**config.mk**
```make
export PLATFORM = sky130hd
export DESIGN_NAME = ppu_palette_arbiter
export DESIGN_NICKNAME = d
export VERILOG_FILES = /design/src/rtl/ppu_palette_arbiter.sv
export SDC_FILE = /design/constraint.sdc
export NUM_CORES = 1
export LEC_CHECK = 0
export ABC_AREA = 0
export BUFFER_PORTS_ARGS = -buffer_cell sky130_fd_sc_hd__buf_2
export CORE_MARGIN = 4
export CORE_UTILIZATION = 55
export CTS_CLUSTER_SIZE = 24
export DETAILED_ROUTE_END_ITERATION = 8
export PLACE_DENSITY = 0.85
export SETUP_SLACK_MARGIN = 0.3
export SYNTH_ARGS = -nofsm -noshare
export SYNTH_HDL_FRONTEND = slang
export SYNTH_SLANG_ARGS = --single-unit
```
**constraint.sdc**
```tcl
create_clock -name clk -period 3.4 [get_ports clk]
set_input_delay 1.02 -clock clk [delete_from_list [all_inputs] [get_ports clk]]
set_output_delay 1.02 -clock clk [all_outputs]
set_load 0.05 [all_outputs]
```
**src/rtl/ppu_palette_arbiter.sv**
```systemverilog
// ppu_palette_arbiter: shares the palette port between renderer lookups and buffered CPU accesses
module ppu_palette_arbiter #(
  parameter int WFIFO_DEPTH = 4,
  parameter int PTR_W = 2
) (
  input  logic       clk,
  input  logic       rst_n,
  input  logic       rend_req,
  input  logic [4:0] rend_addr,
  output logic [7:0] rend_color,
  output logic       rend_valid,
  input  logic       cpu_req,
  input  logic       cpu_we,
  input  logic [4:0] cpu_addr,
  input  logic [7:0] cpu_wdata,
  output logic       cpu_busy,
  output logic [7:0] cpu_rdata,
  output logic       cpu_rvalid,
  output logic       cpu_ovf,
  output logic       pal_en,
  output logic       pal_rw,
  output logic [4:0] pal_addr,
  output logic [7:0] pal_wdata,
  input  logic [7:0] pal_rdata
);
  typedef enum logic [1:0] {IDLE, DRAIN, RD} state_t;
  state_t state;
  logic [12:0] fifo [WFIFO_DEPTH];
  logic [12:0] head;
  logic [PTR_W:0] wptr, rptr, wptr_n, rptr_n;
  logic [4:0] rd_addr;
  logic pend, pend_n, empty, empty_n, full, push, rd_acc, wr_gnt, rd_gnt;
  // FIFO status, grants and palette port mux; the renderer always wins the port
  always_comb begin
    empty = wptr == rptr;
    full = (wptr[PTR_W] != rptr[PTR_W]) && (wptr[PTR_W-1:0] == rptr[PTR_W-1:0]);
    cpu_busy = full || pend;
    push = cpu_req && cpu_we && !cpu_busy;
    rd_acc = cpu_req && !cpu_we && !cpu_busy;
    wr_gnt = state == DRAIN && !rend_req && !empty;
    rd_gnt = state == RD && !rend_req;
    wptr_n = wptr + (PTR_W+1)'(push);
    rptr_n = rptr + (PTR_W+1)'(wr_gnt);
    empty_n = wptr_n == rptr_n;
    pend_n = (pend && !rd_gnt) || rd_acc;
    head = fifo[rptr[PTR_W-1:0]];
    pal_en = rend_req || wr_gnt || rd_gnt;
    pal_rw = wr_gnt;
    pal_addr = rend_req ? rend_addr : wr_gnt ? head[12:8] : rd_gnt ? rd_addr : 5'd0;
    pal_wdata = wr_gnt ? head[7:0] : 8'd0;
  end
  // write buffer storage, contents are meaningful only between the pointers
  always_ff @(posedge clk)
    if (push) fifo[wptr[PTR_W-1:0]] <= {cpu_addr, cpu_wdata};
  // renderer return path and FIFO pointers
  always_ff @(posedge clk or negedge rst_n)
    if (!rst_n) begin
      rend_color <= '0;
      rend_valid <= 1'b0;
      wptr <= '0;
      rptr <= '0;
    end else begin
      rend_valid <= rend_req;
      if (rend_req) rend_color <= pal_rdata;
      wptr <= wptr_n;
      rptr <= rptr_n;
    end
  // CPU control: decisions use post-edge FIFO/pending status so work starts the next cycle
  always_ff @(posedge clk or negedge rst_n)
    if (!rst_n) begin
      state <= IDLE;
      pend <= 1'b0;
      rd_addr <= '0;
      cpu_rdata <= '0;
      cpu_rvalid <= 1'b0;
      cpu_ovf <= 1'b0;
    end else begin
      state <= (state == RD) ? (rd_gnt ? IDLE : RD) : !empty_n ? DRAIN : pend_n ? RD : IDLE;
      pend <= pend_n;
      if (rd_acc) rd_addr <= cpu_addr;
      if (rd_gnt) cpu_rdata <= pal_rdata;
      cpu_rvalid <= rd_gnt;
      if (cpu_req && cpu_busy) cpu_ovf <= 1'b1;
    end
endmodule

```
==> results of run 1 <==
## power breakdown
| group | total (uW) | internal (uW) | switching (uW) |
|---|---|---|---|
| logic | 1650 | 626 | 1030 |
| registers | 1400 | 1260 | 133 |
| clock network | 684 | 339 | 346 |
| total | 3730 | 2230 | 1500 |
## cell families (layout without fill, tap and decap cells)
group	Yosys count	in the layout	synth area share
AND/OR/NAND/NOR	33	33	0.0520
XOR/XNOR	11	11	0.0298
flip-flops	85	85	0.684
AO/OA/AOI/OAI	15	15	0.0466
multiplexers	34	34	0.152
buffers and inverters	17	104	0.0215
adder cells (fa/ha/maj)	4	4	0.0143
## what timing repair did
item / in CTS / in global routing
buffers inserted: 4 / 0
resized for setup: 7 / 11
pin swaps: 1 / 0
endpoints found under the hold margin: 0 / 0
endpoints found under the setup margin: 14 / 12
## final cells by class
cell class / instances / area (sq um)
fill: 414 / 1790
multi-input combinational: 97 / 1060
sequential: 85 / 2390
tap: 75 / 93.8
inverter: 9 / 33.8
clock inverter: 6 / 61.3
clock buffer: 10 / 128
timing repair buffer: 79 / 475
## metal layers
layer  GRT usage  up-vias
li1            -      916
met1       0.245      997
met2       0.304       52
met3      0.0348       12
met4       0.110        0
met5           0        -
## sequential cells by signal, summed over array words and instances (netlist names)
signal and count:
wptr 3, pend 1, rd_addr 5, fifo 52, cpu_rdata 8, state 2
rptr 3, rend_valid 1, rend_color 8, cpu_rvalid 1, cpu_ovf 1
## layout by cell type, fill, tap and decap left out, types with 2 or more instances in the layout
cell type  count
nor2_2         2
clkbuf_4       2
nor2b_1        8
buf_2         55
dfrtp_1       32
nand2_1       13
clkinv_2       2
clkbuf_8       9
nor2_1         2
mux2_2        21
buf_6          2
xor2_1         4
inv_1          9
ha_1           4
nor3b_2        2
o221ai_1       5
xnor2_1        5
buf_4         19
mux4_2        13
edfxtp_1      52
## worst paths after layout
check / start / end / slack (ns) / cells past startpoint
max reg2reg: rptr[1] / state[1] / 0.82 / 9
min in group asynchronous: rst_n / rend_valid / 0.72 / 1
min reg2reg: cpu_ovf / cpu_ovf / 0.50 / 1
min: cpu_ovf / cpu_ovf / 0.50 / 1
max in group asynchronous: rst_n / wptr[0] / 2.16 / 1
max: rend_req / pal_addr[2] / 0.37 / 6
## critical path, delay by kind of cell
family,cells,cell delay [ns]
buffers and inverters,3,0.59
AOI/OAI and AO/OA,2,0.30
and+or+nand+nor,1,0.12
## per-stage QoR
step	hold slack, ns	instance area [sq um]	setup slack, ns
3_5_place_dp	0.481	3950	0.231
5_1_grt	0.501	4240	0.301
6_report	0.504	4240	0.367
3_3_place_gp	0.437	3950	0.272
2_1_floorplan	0.481	3490	0.0567
4_1_cts	0.497	4200	0.275
==> results.py, run 1 <==
metrics = {
    "status": {
        "status": "complete, no violations",
    },
    "detailed_routing": {
        "wl_um": 6580,
        "first_pass_iters": 4,
        "drtIter0Drc": 159,
        "post_drt_wl_per_cell_um": 18.2,
        "vias": 1977,
        "wl_met2_um": 3420,
        "antenna_left": 0,
        "vias_per_cell": 5.48,
        "top_layer_used": "met4",
        "wl_met1_um": 2690,
        "wl_met3_um": 301,
        "post-route-drc-count": 0,
    },
    "yosys": {
        "async_reset_ff_frac": 0.388,
        "yosysTopAreaCell": "edfxtp_1",
        "syn_area_per_cell_sq_um": 17.5,
        "synth_edf_count": 52,
        "syn-num-nets": 234,
        "yosys_register_bits": 85,
        "synth_cells": 199,
        "ys.flop_type": "edfxtp_1",
        "synth-seq-area-share": 0.684,
        "synth_top_area_share": 0.447,
        "synth_cell_types": 35,
        "yosys_warnings": 0,
        "synth_area_leaders": "edfxtp_1 (45%), dfrtp_1 (24%), mux4_2 (8.4%)",
        "synthesis.area_sq_um": 3490,
        "yosysMostFrequentCell": "edfxtp_1",
        "synth_common_cells": "edfxtp_1 (52), dfrtp_1 (33), mux2_2 (21)",
    },
    "power": {
        "powerDensity_nw_per_um2": 881,
        "max-vdd-ir-drop_uv": 733,
        "power.leakage_uw": 0.00170,
        "finalPower_uw": 3730,
    },
    "sta": {
        "timing.final.max_slew_violations": 0,
        "finalClockSkew_ns": 0.00997,
        "final_hold_viol_count": 0,
        "fin_crit_sh": 0.892,
        "min_period_ns": 3.03,
        "clock.fmax_ghz": 0.330,
        "setup_viol": 0,
        "worst_pin_slew_ns": 0.740,
        "rsz0062_at_grt": "false",
        "tns_ns": 0,
        "slew_headroom": 0.507,
    },
    "clock_tree": {
        "postCtsHoldBufs": 0,
        "h-tree-depth": 3,
        "cts_made_buffers": 9,
        "cts_tree": "yes",
        "cts.sinks": 85,
        "cts_buffer_depth": 2,
        "clk_latency_ns": 0.35,
        "cts_root_buffer": "clkbuf_8",
        "cts.reportedPaths.clkPinSlew_ns": 0.07,
    },
    "cells_and_area": {
        "antenna_cells": 0,
        "final_util": 0.703,
        "nets": 316,
        "area.growth.synth_to_final_pct": 21.4,
        "drive_gt1_frac": 0.493,
        "instances_no_fill": 361,
    },
    "global_route": {
        "grt_max_degree": 34,
        "grt_pass1_wl_um": 10600,
        "overflow": 0,
        "grt_antenna_before_repair": 0,
        "grt_pass1_vias": 2100,
        "track_usage": 0.190,
    },
    "flow_run": {
        "drv_cap": 0,
    },
    "worst_setup_path": {
        "start_kind": "primary input",
        "crit_path_max_fanout": 5,
        "worstPathArrival_ns": 2.01,
        "endpoint_kind": "primary output",
        "required_ns": 2.38,
        "critical-path-max-stage-delay_ns": 0.29,
        "crit_top_cell": "buf_2",
        "criticalPathCategory": "in2out",
        "slowest_stage": "buf_2",
        "crit_chain": "buf_2 -> nor2_2 -> o311ai_4 -> buf_4 -> o221ai_1 -> buf_2",
    },
    "floorplan": {
        "die_h_um": 87.7,
        "fp.dieW_um": 87.7,
        "io_pins": 66,
        "dieArea_sq_um": 7680,
        "floorplan.core_area_sq_um": 6030,
        "initial_core_util": 0.579,
        "num_rows": 28,
    },
    "place": {
        "dp_hpwl_um": 4550,
        "placed_cells": 341,
        "io_buffers": 65,
        "place_congestion": 0.778,
    },
    "min_path": {
        "hp-class": "reg2reg",
    },
}
Power figures use the tool's default switching activity.
==> run 2: changes to the inputs <==
CORE_UTILIZATION = 57   (was 55)
CTS_BUF_LIST = sky130_fd_sc_hd__clkbuf_4   (was not set)
PLACE_DENSITY = 0.82   (was 0.85)
==> run 2 against run 1 <==
Compared with the run above:
- utilization is 0.55 points lower
- register-to-register slack about the same
- highest routed layer unchanged
- sequential cell count unchanged
==> results.py, run 2 (synthesis gave the netlist of run 1 again) <==
metrics = {
    "cells_and_area": {
        "drive_gt1_frac": 0.489,
        "final_util": 0.698,
        "final_cell_mix": "buf_2 (60), edfxtp_1 (52), dfrtp_1 (31), mux2_2 (21), buf_4 (15)",
        "n_fill_cell": 408,
        "antenna_cells": 0,
        "register_area_sq_um": 2390,
        "instances_no_fill": 359,
        "nets": 314,
        "final_common_cell": "buf_2",
        "multi_input_area_sq_um": 1050,
        "area.growth.synth_to_final_pct": 18.4,
        "largest_reg_flops": 52,
    },
    "floorplan": {
        "num_rows": 28,
        "floorplan.core_area_sq_um": 5920,
        "io_pins": 66,
        "die_h_um": 86.2,
        "initial_core_util": 0.589,
        "dieArea_sq_um": 7440,
        "fp.dieW_um": 86.2,
    },
    "min_path": {
        "worstHoldPathCells": 1,
        "hold_end": "cpu_ovf",
        "hp-start": "cpu_ovf",
        "hp-class": "reg2reg",
    },
    "clock_tree": {
        "cts_tree": "yes",
        "cts.reportedPaths.clkPinSlew_ns": 0.14,
        "cts_root_buffer": "clkbuf_4",
        "postCtsHoldBufs": 0,
        "cts.sinks": 85,
        "cts_made_buffers": 9,
        "cts_buffer_depth": 2,
        "clk_latency_ns": 0.41,
        "h-tree-depth": 3,
    },
    "power": {
        "power.leakage_uw": 0.00164,
        "max-vdd-ir-drop_uv": 528,
        "powerDensity_nw_per_um2": 846,
    },
    "global_route": {
        "track_usage": 0.190,
        "grt_antenna_before_repair": 0,
        "overflow": 0,
        "grt_max_degree": 34,
        "grt_pass1_vias": 2047,
        "grt_pass1_wl_um": 10500,
    },
    "place": {
        "dp_hpwl_um": 4500,
        "io_buffers": 65,
        "placed_cells": 341,
        "place_congestion": 0.744,
    },
    "worst_setup_path": {
        "rr_endpoint": "state[1]",
        "criticalPathCategory": "in2out",
        "r2r_setup_slack_ns": 0.83,
        "worstPathArrival_ns": 2.00,
        "start_kind": "primary input",
        "r2r_start": "rptr[1]",
        "crit_path_max_fanout": 14,
        "rr_worst_depth": 9,
        "required_ns": 2.38,
        "endpoint_kind": "primary output",
    },
    "detailed_routing": {
        "wl_um": 6580,
        "post_drt_wl_per_cell_um": 18.3,
        "antenna_left": 0,
        "vias_per_cell": 5.48,
        "vias": 1968,
        "first_pass_iters": 4,
        "drtIter0Drc": 98,
        "post-route-drc-count": 0,
    },
    "flow_run": {
        "drv_cap": 0,
    },
    "sta": {
        "final_hold_viol_count": 0,
        "timing.final.max_slew_violations": 0,
        "min_period_ns": 3.02,
        "rsz0062_at_grt": "true",
        "tns_ns": 0,
        "fin_crit_sh": 0.888,
        "slew_headroom": 0.509,
        "worst_pin_slew_ns": 0.737,
        "finalClockSkew_ns": 0.0133,
        "setup_viol": 0,
        "clock.fmax_ghz": 0.331,
        "holdWs_ns": 0.487,
    },
    "status": {
        "status": "complete, no violations",
    },
}
## run 2: cell count changes in the layout (fill, tap and decap cells not counted), moves of 2 or more
cell	change
clkinv_2	-2
clkbuf_4	+7
buf_6	-2
buf_2	+5
clkbuf_8	-9
buf_4	-4
clkinvlp_4	+3
## run 2: report_power, final
part           internal, uW  switching [uW]
combinational           596            1030
sequential             1260             116
clock                   152             338
total                  2010            1480
## run 2: repair_timing
action | 4_1_cts | 5_1_grt
pin swaps | 1 | 0
resized for setup | 7 | 4
endpoints found under the hold margin | 0 | 0
endpoints found under the setup margin | 14 | 14
buffers inserted | 1 | 1
## run 2: how the worst max path moves through the flow
stage / slack [ns] / endpoint / cells past startpoint / start
after global routing: 0.30 / cpu_busy / 4 / rptr[0]
final: 0.38 / pal_wdata[0] / 6 / rend_req
after global placement: 0.27 / pal_addr[3] / 5 / rend_req
after detailed placement: 0.21 / pal_addr[2] / 5 / rend_req
after floorplan: 0.06 / pal_addr[0] / 4 / rend_req
after CTS: 0.32 / pal_wdata[0] / 6 / rend_req
## run 2: critical path: stages
cell      delay (ns)
buf_2           0.12
nor2_2          0.13
o311ai_4        0.13
buf_12          0.17
and2b_1         0.18
buf_2           0.25
## run 2: layout make-up
cell class | count | share of cell area
tap | 75 | 0.0227
clock inverter | 7 | 0.0124
timing repair buffer | 77 | 0.108
clock buffer | 9 | 0.0164
sequential | 85 | 0.579
multi-input combinational | 97 | 0.253
inverter | 9 | 0.00818
## run 2: per-layer routing
| layer | global-route usage | up-vias | wire length, um |
|---|---|---|---|
| li1 | - | 912 | - |
| met5 | 0 | - | 0 |
| met4 | 0.0637 | 0 | 102 |
| met2 | 0.307 | 43 | 3410 |
| met3 | 0.0399 | 10 | 222 |
| met1 | 0.261 | 1003 | 2850 |
## run 2: per-stage QoR
step	area [sq um]	total power [uW]	worst slack [ns]
finish	4130	3490	0.381
global route	4130	3690	0.297
CTS	4100	3480	0.316
detailed placement	3950	2950	0.212
global placement	3950	2910	0.266
floorplan	3490	2610	0.0567
